### src/rtl/stage5_os2_tx_module.sv
// Transmit side of the stage-5 OS2 path: round-robin grant over three request lanes,
// then a fixed-length "q" message (type, field MSB first, padding) on a byte stream.
module stage5_os2_tx_module #(
  parameter int         FIELD_BITS = 32,
  parameter int         PAD_BYTES  = 3,
  parameter logic [7:0] TYPE_Q     = 8'h51,
  parameter logic [7:0] PAD_BYTE   = 8'h00
) (
  input  logic                  clk,
  input  logic                  rst,
  input  logic                  message_en,
  input  logic                  req_1,
  input  logic                  req_2,
  input  logic                  req_3,
  input  logic [FIELD_BITS-1:0] OS2_1,
  input  logic [FIELD_BITS-1:0] OS2_2,
  input  logic [FIELD_BITS-1:0] OS2_3,
  output logic                  ack_1,
  output logic                  ack_2,
  output logic                  ack_3,
  output logic [7:0]            tx_data,
  output logic                  tx_valid,
  input  logic                  tx_ready,
  output logic                  tx_sop,
  output logic                  tx_eop,
  output logic                  busy,
  output logic [1:0]            grant_id,
  output logic                  dbg_state
);
  // Stream handshake: a byte transfers on a rising edge where tx_valid && tx_ready;
  // while tx_ready is low the presented byte and its sop/eop flags hold unchanged.

  localparam int FB = FIELD_BITS / 8;
  localparam int L  = 1 + FB + PAD_BYTES;
  localparam int CW = (L > 1) ? $clog2(L) : 1;
  localparam logic [CW-1:0] LAST = CW'(L - 1);

  typedef enum logic {IDLE = 1'b0, SEND = 1'b1} state_t;

  state_t                state_q, state_d;
  logic [FIELD_BITS-1:0] field_q, field_d;
  logic [CW-1:0]         cnt_q, cnt_d;
  logic [1:0]            last_grant_q, last_grant_d;
  logic [1:0]            grant_id_q, grant_id_d;
  logic [7:0]            tx_data_q, tx_data_d;
  logic                  tx_valid_q, tx_valid_d;
  logic                  tx_sop_q, tx_sop_d;
  logic                  tx_eop_q, tx_eop_d;
  logic                  busy_q, busy_d;
  logic [1:0]            grant_lane;
  logic [2:0]            req_vec;

  assign req_vec = {req_3, req_2, req_1};

  function automatic logic [1:0] next_lane(input logic [1:0] lane);
    return (lane == 2'd3) ? 2'd1 : lane + 2'd1;
  endfunction

  function automatic logic [7:0] byte_at(input logic [FIELD_BITS-1:0] field,
                                         input logic [CW-1:0] cnt);
    logic [7:0] b;
    b = PAD_BYTE;
    if (cnt == '0) b = TYPE_Q;
    for (int k = 0; k < FB; k++) begin
      if (cnt == CW'(FB - k)) b = field[k*8 +: 8];
    end
    return b;
  endfunction

  // Search starts at the lane after the last one granted; acks are gated off in reset.
  always_comb begin
    logic [1:0] cand;
    grant_lane = 2'd0;
    cand       = last_grant_q;
    if (state_q == IDLE && message_en && !rst) begin
      for (int i = 0; i < 3; i++) begin
        cand = next_lane(cand);
        if (grant_lane == 2'd0 && req_vec[cand - 2'd1]) grant_lane = cand;
      end
    end
  end

  assign ack_1 = (grant_lane == 2'd1);
  assign ack_2 = (grant_lane == 2'd2);
  assign ack_3 = (grant_lane == 2'd3);

  always_comb begin
    state_d      = state_q;
    field_d      = field_q;
    cnt_d        = cnt_q;
    last_grant_d = last_grant_q;
    grant_id_d   = grant_id_q;
    if (state_q == IDLE) begin
      if (grant_lane != 2'd0) begin
        state_d      = SEND;
        cnt_d        = '0;
        grant_id_d   = grant_lane;
        last_grant_d = grant_lane;
        case (grant_lane)
          2'd1:    field_d = OS2_1;
          2'd2:    field_d = OS2_2;
          default: field_d = OS2_3;
        endcase
      end
    end else if (tx_ready) begin
      if (cnt_q == LAST) begin
        state_d    = IDLE;
        cnt_d      = '0;
        grant_id_d = 2'd0;
      end else begin
        cnt_d = cnt_q + CW'(1);
      end
    end
    // Outputs are registered, so they are derived from the next-state values.
    tx_valid_d = (state_d == SEND);
    busy_d     = (state_d == SEND);
    tx_sop_d   = (state_d == SEND) && (cnt_d == '0);
    tx_eop_d   = (state_d == SEND) && (cnt_d == LAST);
    tx_data_d  = (state_d == SEND) ? byte_at(field_d, cnt_d) : 8'h00;
  end

  always_ff @(posedge clk or posedge rst) begin
    if (rst) begin
      state_q      <= IDLE;
      field_q      <= '0;
      cnt_q        <= '0;
      last_grant_q <= 2'd3;
      grant_id_q   <= 2'd0;
      tx_data_q    <= 8'h00;
      tx_valid_q   <= 1'b0;
      tx_sop_q     <= 1'b0;
      tx_eop_q     <= 1'b0;
      busy_q       <= 1'b0;
    end else begin
      state_q      <= state_d;
      field_q      <= field_d;
      cnt_q        <= cnt_d;
      last_grant_q <= last_grant_d;
      grant_id_q   <= grant_id_d;
      tx_data_q    <= tx_data_d;
      tx_valid_q   <= tx_valid_d;
      tx_sop_q     <= tx_sop_d;
      tx_eop_q     <= tx_eop_d;
      busy_q       <= busy_d;
    end
  end

  assign tx_data   = tx_data_q;
  assign tx_valid  = tx_valid_q;
  assign tx_sop    = tx_sop_q;
  assign tx_eop    = tx_eop_q;
  assign busy      = busy_q;
  assign grant_id  = grant_id_q;
  assign dbg_state = (state_q == SEND);

endmodule

### config.mk
export PLATFORM = sky130hd
export DESIGN_NAME = stage5_os2_tx_module
export DESIGN_NICKNAME = d
export VERILOG_FILES = /design/src/rtl/stage5_os2_tx_module.sv
export SDC_FILE = /design/constraint.sdc
export NUM_CORES = 1
export LEC_CHECK = 0
export ABC_AREA = 1
export ABC_CLOCK_PERIOD_IN_PS = 3050
export CORE_UTILIZATION = 41
export CTS_CLUSTER_SIZE = 28
export DETAILED_ROUTE_END_ITERATION = 10
export GPL_TIMING_DRIVEN = 0
export PLACE_DENSITY = 0.78
export SKIP_LAST_GASP = 1
export SLEW_MARGIN = 10
export SYNTH_ARGS = -nofsm -noshare
export SYNTH_HDL_FRONTEND = slang
export SYNTH_SLANG_ARGS = --single-unit
### constraint.sdc
create_clock -name clk -period 3.05 [get_ports clk]
set_clock_uncertainty 0.1 [all_clocks]
set_input_delay 0.305 -clock clk [delete_from_list [all_inputs] [get_ports clk]]
set_output_delay 0.305 -clock clk [all_outputs]
set_load 0.01 [all_outputs]
==> impl_summary.log, run 1 <==
INFO  metric run_status = complete, but fails checks
INFO  metric violations = setup timing
INFO  metric tritoncts = built
INFO  metric grt_start_max_net_pins = 26
INFO  metric multi_input_comb_area = 2040 µm²
INFO  metric core = 7410 µm²
INFO  metric clk_path_buf_depth = 2
INFO  metric grt_setup_unrepaired = true
INFO  metric reg2regPathDepth = 25
INFO  metric clock_power_share = 10.0%
INFO  metric final_min_period_over_clock_period = 109%
INFO  metric routed-via-count = 3807
INFO  metric p_comb_share = 67.1%
INFO  metric flop_and_latch_count_out_of_synthesis = 50
INFO  metric critPathSlowestCell = sky130_fd_sc_hd__dfstp_2
INFO  metric ir_drop = 0.000362 V
INFO  metric critical_path.n_buffers_inverters = 5
INFO  metric slowest_stage_delay_on_critical_path = 0.59 ns
INFO  metric ys_types = 30
INFO  metric synth.yosys.seq_area_share = 38.9%
INFO  metric drc_errors = 0
INFO  metric sequentialPowerShare = 22.9%
INFO  metric cts.sink_count = 50
INFO  metric dieHeight = 90.7 µm
INFO  metric fin_crit = 3.32 ns
INFO  metric arrival_time_of_data_at_the_critical_path_endpoint = 3.46 ns
INFO  metric timing.hold.ws = 0.376 ns
INFO  metric final_critical_path_setup_slack = -0.265 ns
INFO  metric finalSetupViolCount = 12
INFO  metric cellPowerDensity = 853 nW/µm²
INFO  metric postSynth.topFlopCell = sky130_fd_sc_hd__dfrtp_1
INFO  metric die_area = 8220 µm²
INFO  metric static-leakage-power = 2.51 nW
INFO  metric tightest_pin_transition = 0.723 ns
INFO  metric ff2ff_setup_slack = -0.27 ns
INFO  metric internal_power = 2.55 mW
INFO  metric final_antenna_net_count = 0
INFO  metric end_kind = register
INFO  metric route.final.wire_length = 11800 µm
INFO  metric final_hold_viol_count = 0
INFO  metric asyncSetResetFlopFracSynth = 100%
INFO  metric sequential_cell_area = 1250 µm²
INFO  metric worstReg2RegStart = last_grant_q[1]$_DFFE_PP1P_
INFO  metric grt_use_total = 27.1%
INFO  metric maxClockFrequency = 302 MHz
INFO  metric netSwitchingFraction = 45.0%
INFO  metric clkSlewWorstSetupHoldPaths = 0.09 ns
INFO  metric buffer_ports.inserted = 120
INFO  metric post_synth.cell_area_avg = 6.98 µm²
INFO  metric post_route_cells_drive_above_1_share = 24.8%
INFO  metric timing_max_transition_violations_final = 0
INFO  metric ctsRootBufferMaster = sky130_fd_sc_hd__clkbuf_8
INFO  metric top_level_ports = 121
INFO  metric total_switching_power = 2.08 mW
INFO  metric post_drt_via_cell_ratio = 5.24
INFO  metric fillers = 520
INFO  metric cp_top_delay_family = simple AND/OR/NAND/NOR gates
INFO  metric r2r_end = tx_data[4]$_DFF_PP0_
INFO  metric hold_class = in -> async
INFO  metric num-nets-final = 740
INFO  metric avgRoutedWirePerCell = 16.3 µm
INFO  metric globalRouteOverflowTotal = 0
INFO  metric weighted_congestion_reported_at_the_end_of_routability_driven_placement = 0.834
INFO  metric cts_inserted_buffers = 5
INFO  metric diodes = 0
INFO  metric start_util = 43.5%
INFO  metric drt_pre_antenna_iters = 5
INFO  metric critPathMaxFanout = 5
INFO  metric worstPathRequired = 3.19 ns
INFO  metric crit_path_start_kind = register
INFO  metric postSynthCellCount = 462
INFO  metric ctsHtreeMaxLevel = 2
INFO  metric post-dp-hpwl = 7330 µm
INFO  metric p_total = 4.63 mW
INFO  metric first_global_vias = 3743
INFO  metric max_cap_violations = 0
INFO  metric dieWidth = 90.7 µm
INFO  metric fp-row-count = 31
INFO  metric drt-initial-drc-count = 223
INFO  metric yosysWarnings = 0
INFO  metric synth_edf_count = 0
INFO  metric postSynthNetCount = 575
INFO  metric grt_pass1_wl = 17600 µm
INFO  metric grt_antenna_before_repair = 0
INFO  metric area_growth_syn_to_layout = 68.4%
INFO  metric critical_path_class = reg -> reg
INFO  metric syn_area = 3220 µm²
INFO  metric worst_slew_margin_rel = 51.6%
INFO  metric clock_insertion_delay_worst_skew = 0.31 ns
[synthesized netlist by cell type (3+ instances only)]
| library cell | n | share of area [%] |
|---|---|---|
| sky130_fd_sc_hd__a22o_1 | 3 | 0.82 |
| sky130_fd_sc_hd__buf_2 | 14 | 2.2 |
| sky130_fd_sc_hd__clkbuf_1 | 6 | 0.70 |
| sky130_fd_sc_hd__dfrtp_1 | 48 | 37 |
| sky130_fd_sc_hd__ha_1 | 10 | 3.9 |
| sky130_fd_sc_hd__inv_1 | 30 | 3.5 |
| sky130_fd_sc_hd__inv_2 | 4 | 0.47 |
| sky130_fd_sc_hd__nand2_1 | 202 | 24 |
| sky130_fd_sc_hd__nand2_2 | 3 | 0.58 |
| sky130_fd_sc_hd__nand2_4 | 4 | 1.4 |
| sky130_fd_sc_hd__nand3_1 | 50 | 7.8 |
| sky130_fd_sc_hd__nand4_1 | 6 | 1.2 |
| sky130_fd_sc_hd__nor2_1 | 27 | 3.1 |
| sky130_fd_sc_hd__o211ai_1 | 22 | 5.1 |
| sky130_fd_sc_hd__o21ai_0 | 8 | 1.2 |
| sky130_fd_sc_hd__or2_2 | 8 | 1.6 |
[layer usage]
layer / vias to the layer above / GRT usage (%) / share of wire [%]
met1: 1806 / 33.6 / 39
met3: 25 / 4.12 / 6.9
met4: 0 / 7.12 / 2.4
met2: 172 / 48.7 / 52
met5: - / 0 / 0
li1: 1804 / - / -
[how the worst max path moves through the flow]
stage,startpoint,to,depth (start not counted)
after detailed placement,rst,tx_data[2]$_DFF_PP0_,17
after floorplan,last_grant_q[1]$_DFFE_PP1P_,tx_data[1]$_DFF_PP0_,23
after global placement,rst,tx_data[7]$_DFF_PP0_,17
after CTS,last_grant_q[0]$_DFFE_PP1P_,tx_data[3]$_DFF_PP0_,24
final,last_grant_q[1]$_DFFE_PP1P_,tx_data[4]$_DFF_PP0_,25
after global routing,last_grant_q[1]$_DFFE_PP1P_,tx_data[2]$_DFF_PP0_,24
[sequential cells by signal, indices dropped and copies added (netlist names)]
| register | count |
|---|---|
| last_grant_q | 2 |
| cnt_q | 3 |
| tx_sop | 1 |
| field_q | 32 |
| tx_eop | 1 |
| grant_id | 2 |
| busy | 1 |
| tx_data | 8 |
[logic make-up (layout without fill, tap and decap cells)]
| group | count (synthesis) | in the layout | synth area share (%) |
|---|---|---|---|
| AND/OR/NAND/NOR | 306 | 306 | 41.2 |
| buffers and inverters | 57 | 223 | 7.41 |
| flip-flops | 50 | 50 | 38.9 |
| AO/OA/AOI/OAI | 38 | 38 | 8.35 |
| adder cells (fa/ha/maj) | 10 | 10 | 3.88 |
| XOR/XNOR | 1 | 1 | 0.272 |
[cell usage in the layout, fill, tap and decap left out, drive strengths merged, types with 2 or more instances in the layout]
master / n
o21ai: 9
clkbuf: 13
or2: 8
buf: 54
dfstp: 2
ha: 10
dfrtp: 48
nand2: 209
a22o: 3
o211ai: 22
a21oi: 2
clkinvlp: 3
inv: 33
nand4: 6
nand3: 51
clkdlybuf4s50: 117
o21bai: 2
nor2: 30
[final cells by class]
class	instances	share of cell area, %
well taps	99	2.28
clock buffers	7	1.41
inverters	35	2.84
repair buffers	157	28.3
multi-input cells	355	37.7
flip-flops and latches	50	23.1
clock inverters	1	0.553
repair inverters	2	0.231
plain buffers	21	3.64
[power groups by stage]
stage          registers (mW)  clock network [mW]  logic (mW)
2_1_floorplan            1.06                   0        1.47
3_3_place_gp             1.05                   0        2.09
3_5_place_dp             1.06                   0        2.15
4_1_cts                  1.05               0.464        2.59
5_1_grt                  1.08               0.487        3.35
6_report                 1.06               0.465        3.11
[through the flow]
| step | cells | worst slack, ns | util [%] | instance area [µm²] | TNS [ns] |
|---|---|---|---|---|---|
| floorplan | 462 | 0.00953 | - | 3250 | 0 |
| global placement | 681 | -1.20 | 61.7 | 4570 | -42.47 |
| detailed placement | 681 | -1.29 | 61.7 | 4570 | -45.38 |
| CTS | 712 | -0.107 | 68.8 | 5100 | -0.500 |
| global route | 727 | -0.410 | 73.2 | 5430 | -5.20 |
| finish | 727 | -0.265 | 73.2 | 5430 | -2.05 |
[what timing repair did]
| action | CTS | global route |
|---|---|---|
| hold buffers | 0 | 0 |
| setup buffers | 18 | 20 |
| resized for setup | 73 | 70 |
| cloned | 5 | 1 |
| endpoints found under the setup margin | 50 | 49 |
| pin swaps | 52 | 61 |
Power figures use the tool's default switching activity.
==> inputs of run 2 (changes only) <==
--- a/config.mk
+++ b/config.mk
@@ -10,8 +10,10 @@
 export CORE_UTILIZATION = 41
 export CTS_CLUSTER_SIZE = 28
 export DETAILED_ROUTE_END_ITERATION = 10
+export DONT_BUFFER_PORTS = 1
 export GPL_TIMING_DRIVEN = 0
-export PLACE_DENSITY = 0.78
+export SETUP_SLACK_MARGIN = 0.15
+export SKIP_CTS_REPAIR_TIMING = 1
 export SKIP_LAST_GASP = 1
 export SLEW_MARGIN = 10
 export SYNTH_ARGS = -nofsm -noshare
==> run 2 against run 1 <==
The run still ends with setup timing left. Critical path depth fell by 4. Worst hold slack got worse by 0.29 ns. Wire length shrank 14%. Via count decreased by 17%. Non-clock buffer count decreased by 124. Maximum frequency is 0.36% lower. Cell count fell by 17%. Critical endpoint is now tx_data[3]$_DFF_PP0_. Largest power group unchanged.
==> impl_summary.log, run 2 (synthesized netlist as in run 1, its figures left out) <==
INFO  metric ctsHtreeMaxLevel = 2 (unchanged)
INFO  metric largest-register = field_q
INFO  metric weighted_congestion_reported_at_the_end_of_routability_driven_placement = 0.857 (+2.8%)
INFO  metric cts_inserted_buffers = 5 (unchanged)
INFO  metric reg2regPathDepth = 21 (-16%)
INFO  metric critical_path.n_buffers_inverters = 7 (+2)
INFO  metric core = 7410 µm² (unchanged)
INFO  metric post-dp-hpwl = 6920 µm (-5.5%)
INFO  metric buffer_ports.inserted = 0 (-100%)
INFO  metric drt_pre_antenna_iters = 5 (unchanged)
INFO  metric finalSetupViolCount = 19 (+7)
INFO  metric max_cap_violations = 0 (unchanged)
INFO  metric ff2ff_setup_slack = -0.28 ns (about the same)
INFO  metric routed.top_layer = met4
INFO  metric maxClockFrequency = 301 MHz (-0.36%)
INFO  metric grt_pass1_wl = 14500 µm (-18%)
INFO  metric drc_errors = 0 (unchanged)
INFO  metric final_antenna_net_count = 0 (unchanged)
INFO  metric fin_crit = 3.33 ns (+0.0118 ns)
INFO  metric hold_class = in -> reg
INFO  metric worstPathRequired = 3.15 ns (-0.04 ns)
INFO  metric cellPowerDensity = 994 nW/µm² (+17%)
INFO  metric timing.hold.ws = 0.0809 ns (-0.295 ns)
INFO  metric timing_max_transition_violations_final = 0 (unchanged)
INFO  metric cp_num_cells = 21 (-16%)
INFO  metric clkSlewWorstSetupHoldPaths = 0.09 ns (about the same)
INFO  metric wl_met2 = 5180 µm (-16%)
INFO  metric fillers = 712 (+37%)
INFO  metric post-place-cells = 561 (-18%)
INFO  metric post_drt_via_cell_ratio = 5.26 (+0.38%)
INFO  metric sequential_cell_area = 1250 µm² (unchanged)
INFO  metric grt_start_max_net_pins = 52 (+100%)
INFO  metric post_route_cells_drive_above_1_share = 27.7% (+2.8 points)
INFO  metric largest_register_ff_count = 32 (unchanged)
INFO  metric critical_path_class = reg -> reg
INFO  metric routed-via-count = 3159 (-17%)
INFO  metric drt-met1-wl = 4150 µm (-8.8%)
INFO  metric route.final.wire_length = 10100 µm (-14%)
INFO  metric critPathMaxFanout = 7 (+2)
INFO  metric dieHeight = 90.7 µm (unchanged)
INFO  metric tightest_pin_transition = 0.866 ns (+0.143 ns)
INFO  metric end_kind = register
INFO  metric clock_insertion_delay_worst_skew = 0.31 ns (about the same)
INFO  metric static-leakage-power = 2.09 nW (-17%)
INFO  metric dpl_worst_slack = -0.689 ns (+0.600 ns)
INFO  metric crit_path_start_kind = register
INFO  metric multi_input_comb_area = 1980 µm² (-3.2%)
INFO  metric finish.instance_area = 4220 µm² (-22%)
INFO  metric worst_slew_margin_rel = 42.1% (-9.5 points)
INFO  metric die_area = 8220 µm² (unchanged)
INFO  metric fp-row-count = 31 (unchanged)
INFO  metric tritoncts = built
INFO  metric violations = setup timing
INFO  metric start_util = 43.5% (unchanged)
INFO  metric diodes = 0 (unchanged)
INFO  metric dieWidth = 90.7 µm (unchanged)
INFO  metric arrival_time_of_data_at_the_critical_path_endpoint = 3.43 ns (-0.03 ns)
INFO  metric routed-wl-met3 = 579 µm (-29%)
INFO  metric tns = -3.03 ns (-0.984 ns)
INFO  metric path_cells = inv_2 -> ha_1 -> o21ai_0 -> o21ai_1 -> inv_1 -> nand3_2 -> nor2_2 -> nand2_2 -> nand3_4 -> inv_4 -> ha_4 -> buf_6 -> inv_6 -> buf_12 -> buf_12 -> o211ai_1 -> nand2_1 -> nand3_1 -> nand4_1 -> nand2_1 -> nor2_2
INFO  metric clk_path_buf_depth = 2 (unchanged)
INFO  metric critPathSlowestCell = sky130_fd_sc_hd__dfstp_2
INFO  metric final_critical_path_setup_slack = -0.277 ns (-0.0118 ns)
INFO  metric top_level_ports = 121 (unchanged)
INFO  metric placement.cell_area = 3420 µm² (-25%)
INFO  metric slowest_stage_delay_on_critical_path = 0.58 ns (about the same)
INFO  metric final_cells = 601 (-17%)
INFO  metric area_growth_syn_to_layout = 31.0%
INFO  metric cp_top_delay_family = simple AND/OR/NAND/NOR gates
INFO  metric globalRouteOverflowTotal = 0 (unchanged)
INFO  metric ir_drop = 0.000358 V (-1.0%)
INFO  metric ctsRootBufferMaster = sky130_fd_sc_hd__clkbuf_8
INFO  metric mostFrequentLayoutCells = sky130_fd_sc_hd__nand2_1, sky130_fd_sc_hd__dfrtp_1, sky130_fd_sc_hd__nand3_1
INFO  metric final_hold_viol_count = 0 (unchanged)
INFO  metric cts.sink_count = 50 (unchanged)
INFO  metric first_global_vias = 2964 (-21%)
INFO  metric run_status = complete, but fails checks
INFO  metric min_delay_path_depth = 2
INFO  metric drt-initial-drc-count = 186 (-17%)
INFO  metric grt_antenna_before_repair = 0 (unchanged)
INFO  metric final_min_period_over_clock_period = 109% (+0.39 points)
INFO  metric num-nets-final = 614 (-17%)
INFO  metric final_common_cell = sky130_fd_sc_hd__nand2_1
INFO  metric grt_setup_unrepaired = true
INFO  metric grt_use_total = 22.6% (-4.5 points)
INFO  metric avgRoutedWirePerCell = 16.8 µm (+3.5%)
==> run 2: worst reg2reg max path: stages (launching register included) <==
cell and delay (ns):
sky130_fd_sc_hd__dfstp_2 0.58, sky130_fd_sc_hd__inv_2 0.06, sky130_fd_sc_hd__ha_1 0.26, sky130_fd_sc_hd__o21ai_0 0.17, sky130_fd_sc_hd__o21ai_1 0.12, sky130_fd_sc_hd__inv_1 0.08, sky130_fd_sc_hd__nand3_2 0.11, sky130_fd_sc_hd__nor2_2 0.15
sky130_fd_sc_hd__nand2_2 0.09, sky130_fd_sc_hd__nand3_4 0.13, sky130_fd_sc_hd__inv_4 0.06, sky130_fd_sc_hd__ha_4 0.26, sky130_fd_sc_hd__buf_6 0.11, sky130_fd_sc_hd__inv_6 0.04, sky130_fd_sc_hd__buf_12 0.13, sky130_fd_sc_hd__buf_12 0.14
sky130_fd_sc_hd__o211ai_1 0.19, sky130_fd_sc_hd__nand2_1 0.11, sky130_fd_sc_hd__nand3_1 0.10, sky130_fd_sc_hd__nand4_1 0.09, sky130_fd_sc_hd__nand2_1 0.11, sky130_fd_sc_hd__nor2_2 0.04
==> run 2: path summary, 6_finish.rpt <==
kind,from,endpoint
worst max-delay path,last_grant_q[0]$_DFFE_PP1P_,tx_data[3]$_DFF_PP0_
worst min-delay path,OS2_3[1],field_q[1]$_DFF_PP0_
worst max register to register,last_grant_q[0]$_DFFE_PP1P_,tx_data[3]$_DFF_PP0_
worst min register to register,field_q[27]$_DFF_PP0_,field_q[27]$_DFF_PP0_
max in group asynchronous,rst,field_q[0]$_DFF_PP0_
min in group asynchronous,rst,field_q[25]$_DFF_PP0_
==> run 2: area by class of cell <==
type	instances	share of cell area, %
Multi-Input combinational cell	355	46.9
Timing Repair Buffer	32	9.07
Sequential cell	50	29.7
Clock buffer	5	1.63
Buffer	22	5.33
Clock inverter	3	0.948
Tap cell	99	2.93
Inverter	35	3.50
==> run 2: metal layers <==
| metal | track usage, % | up-vias |
|---|---|---|
| li1 | - | 1562 |
| met1 | 29.3 | 1478 |
| met2 | 36.8 | 102 |
| met3 | 3.87 | 17 |
| met4 | 10.3 | 0 |
| met5 | 0 | - |
==> run 2: per-stage QoR <==
step	total power [mW]	utilization, %
floorplan	2.57	-
global placement	2.98	46.2
detailed placement	3.02	46.2
CTS	3.50	47.6
global route	4.52	57.0
finish	4.20	57.0
==> run 2: where the power goes <==
part | switching (mW) | leakage [nW] | internal (mW)
sequential | 0.140 | 0.625 | 0.941
clock | 0.224 | 0.0579 | 0.242
combinational | 1.55 | 1.41 | 1.10
total | 1.91 | 2.09 | 2.28
==> inputs of run 3 (changes only) <==
--- a/config.mk
+++ b/config.mk
@@ -7,15 +7,16 @@
 export LEC_CHECK = 0
 export ABC_AREA = 1
 export ABC_CLOCK_PERIOD_IN_PS = 3050
-export CORE_UTILIZATION = 41
+export CORE_UTILIZATION = 35
 export CTS_CLUSTER_SIZE = 28
 export DETAILED_ROUTE_END_ITERATION = 10
 export DONT_BUFFER_PORTS = 1
 export GPL_TIMING_DRIVEN = 0
+export REMOVE_ABC_BUFFERS = 1
 export SETUP_SLACK_MARGIN = 0.15
 export SKIP_CTS_REPAIR_TIMING = 1
 export SKIP_LAST_GASP = 1
-export SLEW_MARGIN = 10
+export SLEW_MARGIN = 20
 export SYNTH_ARGS = -nofsm -noshare
 export SYNTH_HDL_FRONTEND = slang
 export SYNTH_SLANG_ARGS = --single-unit
==> run 3 against run 2 <==
The flow finishes with violations (DRC, setup timing). Total power increased by 1.4%. Utilization decreased by 9.3 points. Critical path type unchanged. Largest cell class unchanged. Global-route usage is 5.2 points lower. Via count down 1.2%.
==> impl_summary.log, run 3 (synthesized netlist as in run 1, its figures left out) <==
INFO  metric tightest_pin_transition = 0.822 ns (-0.0442 ns)
INFO  metric num-nets-final = 610 (-0.65%)
INFO  metric post-place-cells = 551 (-1.8%)
INFO  metric max_cap_violations = 0 (unchanged)
INFO  metric grt_setup_unrepaired = true
INFO  metric drc_errors = 6 (+6)
INFO  metric dpl_worst_slack = -0.960 ns (-0.271 ns)
INFO  metric drt-initial-drc-count = 174 (-6.5%)
INFO  metric post-dp-hpwl = 5890 µm (-15%)
INFO  metric largest_register_ff_count = 32 (unchanged)
INFO  metric dieWidth = 98.0 µm (+8.0%)
INFO  metric avgRoutedWirePerCell = 17.3 µm (+3.0%)
INFO  metric mostFrequentLayoutCells = sky130_fd_sc_hd__nand2_1, sky130_fd_sc_hd__dfrtp_1, sky130_fd_sc_hd__nand3_1
INFO  metric tritoncts = built
INFO  metric final_common_cell = sky130_fd_sc_hd__nand2_1
INFO  metric sequentialPowerShare = 25.4% (-0.4 points)
INFO  metric core = 8810 µm² (+19%)
INFO  metric grt_use_total = 17.5% (-5.2 points)
INFO  metric cellPowerDensity = 1010 nW/µm² (+1.9%)
INFO  metric fin_crit = 3.25 ns (-0.0732 ns)
INFO  metric first_global_vias = 2741 (-7.5%)
INFO  metric die_area = 9600 µm² (+17%)
INFO  metric utilization = 47.7% (-9.3 points)
INFO  metric internal_power = 2.31 mW (+1.2%)
INFO  metric tns = -1.41 ns (+1.63 ns)
INFO  metric hold_class = in -> reg
INFO  metric critical_path_class = reg -> reg
INFO  metric final_min_period_over_clock_period = 107% (-2.4 points)
INFO  metric drt_pre_antenna_iters = 7 (+2)
INFO  metric globalRouteOverflowTotal = 0 (unchanged)
INFO  metric static-leakage-power = 2.02 nW (-3.4%)
INFO  metric start_util = 36.6% (-6.9 points)
INFO  metric netSwitchingFraction = 45.7% (+0.095 points)
INFO  metric fillers = 852 (+20%)
INFO  metric p_comb_share = 63.0% (about the same)
INFO  metric clock_power_share = 11.6% (+0.5 points)
INFO  metric violations = DRC, setup timing
INFO  metric weighted_congestion_reported_at_the_end_of_routability_driven_placement = 0.768 (-10%)
INFO  metric post_drt_via_cell_ratio = 5.15 (-2.0%)
INFO  metric grt_antenna_before_repair = 0 (unchanged)
INFO  metric arrival_time_of_data_at_the_critical_path_endpoint = 3.36 ns (-0.07 ns)
INFO  metric final_hold_viol_count = 0 (unchanged)
INFO  metric final_cells = 606 (+0.83%)
INFO  metric clk_path_buf_depth = 2 (unchanged)
INFO  metric total_switching_power = 1.94 mW (+1.6%)
INFO  metric finalSetupViolCount = 9 (-10)
INFO  metric clkSlewWorstSetupHoldPaths = 0.10 ns (about the same)
INFO  metric timing_max_transition_violations_final = 0 (unchanged)
INFO  metric ir_drop = 0.000429 V (+20%)
INFO  metric top_level_ports = 121 (unchanged)
INFO  metric run_status = complete, but fails checks
INFO  metric final_critical_path_setup_slack = -0.204 ns (+0.0732 ns)
INFO  metric buffer_ports.inserted = 0 (unchanged)
INFO  metric ctsRootBufferMaster = sky130_fd_sc_hd__clkbuf_8
INFO  metric critPathMaxFanout = 7 (unchanged)
INFO  metric crit_path_start_kind = register
INFO  metric cts_inserted_buffers = 5 (unchanged)
INFO  metric grt_start_max_net_pins = 34 (-35%)
INFO  metric end_kind = register
INFO  metric post_route_cells_drive_above_1_share = 24.7% (-3.0 points)
INFO  metric routed-via-count = 3120 (-1.2%)
INFO  metric diodes = 0 (unchanged)
INFO  metric cts.sink_count = 50 (unchanged)
INFO  metric grt_pass1_wl = 13300 µm (-8.1%)
INFO  metric dieHeight = 98.0 µm (+8.0%)
INFO  metric area_growth_syn_to_layout = 30.4%
INFO  metric worstPathRequired = 3.16 ns (about the same)
INFO  metric ctsHtreeMaxLevel = 2 (unchanged)
INFO  metric fp-row-count = 34 (+9.7%)
INFO  metric worst_slew_margin_rel = 45.0% (+3.0 points)
INFO  metric final_antenna_net_count = 0 (unchanged)
INFO  metric route.final.wire_length = 10500 µm (+3.9%)
INFO  metric largest-register = field_q
INFO  metric maxClockFrequency = 307 MHz (+2.2%)
INFO  metric clock_insertion_delay_worst_skew = 0.31 ns (about the same)
## run 3: cell types whose count changed in the layout (fill, tap and decap cells not counted), sizes merged
cell / delta
clkinv: -1
clkinvlp: +1
clkbuf: -9
buf: +3
nand2: +1
inv: +1
## run 3: final timing paths
| check | from | slack, ns | end | cells after the start |
|---|---|---|---|---|
| min in group asynchronous | rst | 0.48 | tx_sop$_DFF_PP0_ | 4 |
| worst min register to register | field_q[19]$_DFF_PP0_ | 0.38 | field_q[19]$_DFF_PP0_ | 2 |
| worst min-delay path | OS2_3[24] | 0.06 | field_q[24]$_DFF_PP0_ | 2 |
| worst max-delay path | last_grant_q[0]$_DFFE_PP1P_ | -0.20 | tx_data[0]$_DFF_PP0_ | 24 |
| max in group asynchronous | rst | 1.25 | field_q[18]$_DFF_PP0_ | 3 |
| worst max register to register | last_grant_q[0]$_DFFE_PP1P_ | -0.20 | tx_data[0]$_DFF_PP0_ | 24 |
## run 3: layout make-up
class                   count  area [µm²]  area share (%)
repair inverters            1        8.76           0.208
well taps                 108         135            3.22
clock inverters             3        48.8            1.16
repair buffers             48         581            13.8
inverters                  35         155            3.69
multi-input cells         356        1950            46.4
clock buffers               5        68.8            1.64
flip-flops and latches     50        1250            29.8
## run 3: per-stage QoR
| step | power, mW | hold slack, ns | cell area (µm²) |
|---|---|---|---|
| 2_1_floorplan | 2.44 | 0.340 | 3120 |
| 3_3_place_gp | 2.80 | 0.359 | 3250 |
| 3_5_place_dp | 2.92 | 0.117 | 3340 |
| 4_1_cts | 3.42 | -0.230 | 3460 |
| 5_1_grt | 4.60 | 0.0531 | 4200 |
| 6_report | 4.25 | 0.0620 | 4200 |
## run 3: critical path: stages (launching register included)
cell and delay, ns:
sky130_fd_sc_hd__dfstp_2 0.58, sky130_fd_sc_hd__inv_2 0.06, sky130_fd_sc_hd__ha_4 0.31, sky130_fd_sc_hd__inv_4 0.05, sky130_fd_sc_hd__nand2_2 0.06, sky130_fd_sc_hd__nand3_2 0.06, sky130_fd_sc_hd__nand2_1 0.06, sky130_fd_sc_hd__nor2_1 0.04
sky130_fd_sc_hd__nand2_1 0.09, sky130_fd_sc_hd__nand2_2 0.07, sky130_fd_sc_hd__o21bai_2 0.20, sky130_fd_sc_hd__nand3_4 0.16, sky130_fd_sc_hd__ha_4 0.22, sky130_fd_sc_hd__buf_12 0.12, sky130_fd_sc_hd__nor2_4 0.19, sky130_fd_sc_hd__clkbuf_16 0.20
sky130_fd_sc_hd__nand3_1 0.09, sky130_fd_sc_hd__nand2_1 0.09, sky130_fd_sc_hd__nand2_1 0.05, sky130_fd_sc_hd__nand2_1 0.07, sky130_fd_sc_hd__nand2_1 0.05, sky130_fd_sc_hd__nand2_1 0.05, sky130_fd_sc_hd__nand2_1 0.06, sky130_fd_sc_hd__nand2_1 0.07
sky130_fd_sc_hd__nor2_1 0.04
## run 3: power by group through the flow
stage	sequential, mW	clock [mW]	combinational (mW)
final	1.08	0.492	2.68
after global routing	1.11	0.531	2.96
after CTS	1.08	0.503	1.83
after detailed placement	1.10	0	1.82
after global placement	1.09	0	1.71
after floorplan	1.06	0	1.38
## run 3: per-layer routing
| metal | track usage, % | vias up | wire (µm) |
|---|---|---|---|
| met5 | 0 | - | 0 |
| met4 | 5.01 | 0 | 265 |
| met3 | 3.15 | 19 | 615 |
| met2 | 29.7 | 96 | 5130 |
| met1 | 22.6 | 1456 | 4490 |
| li1 | - | 1549 | - |
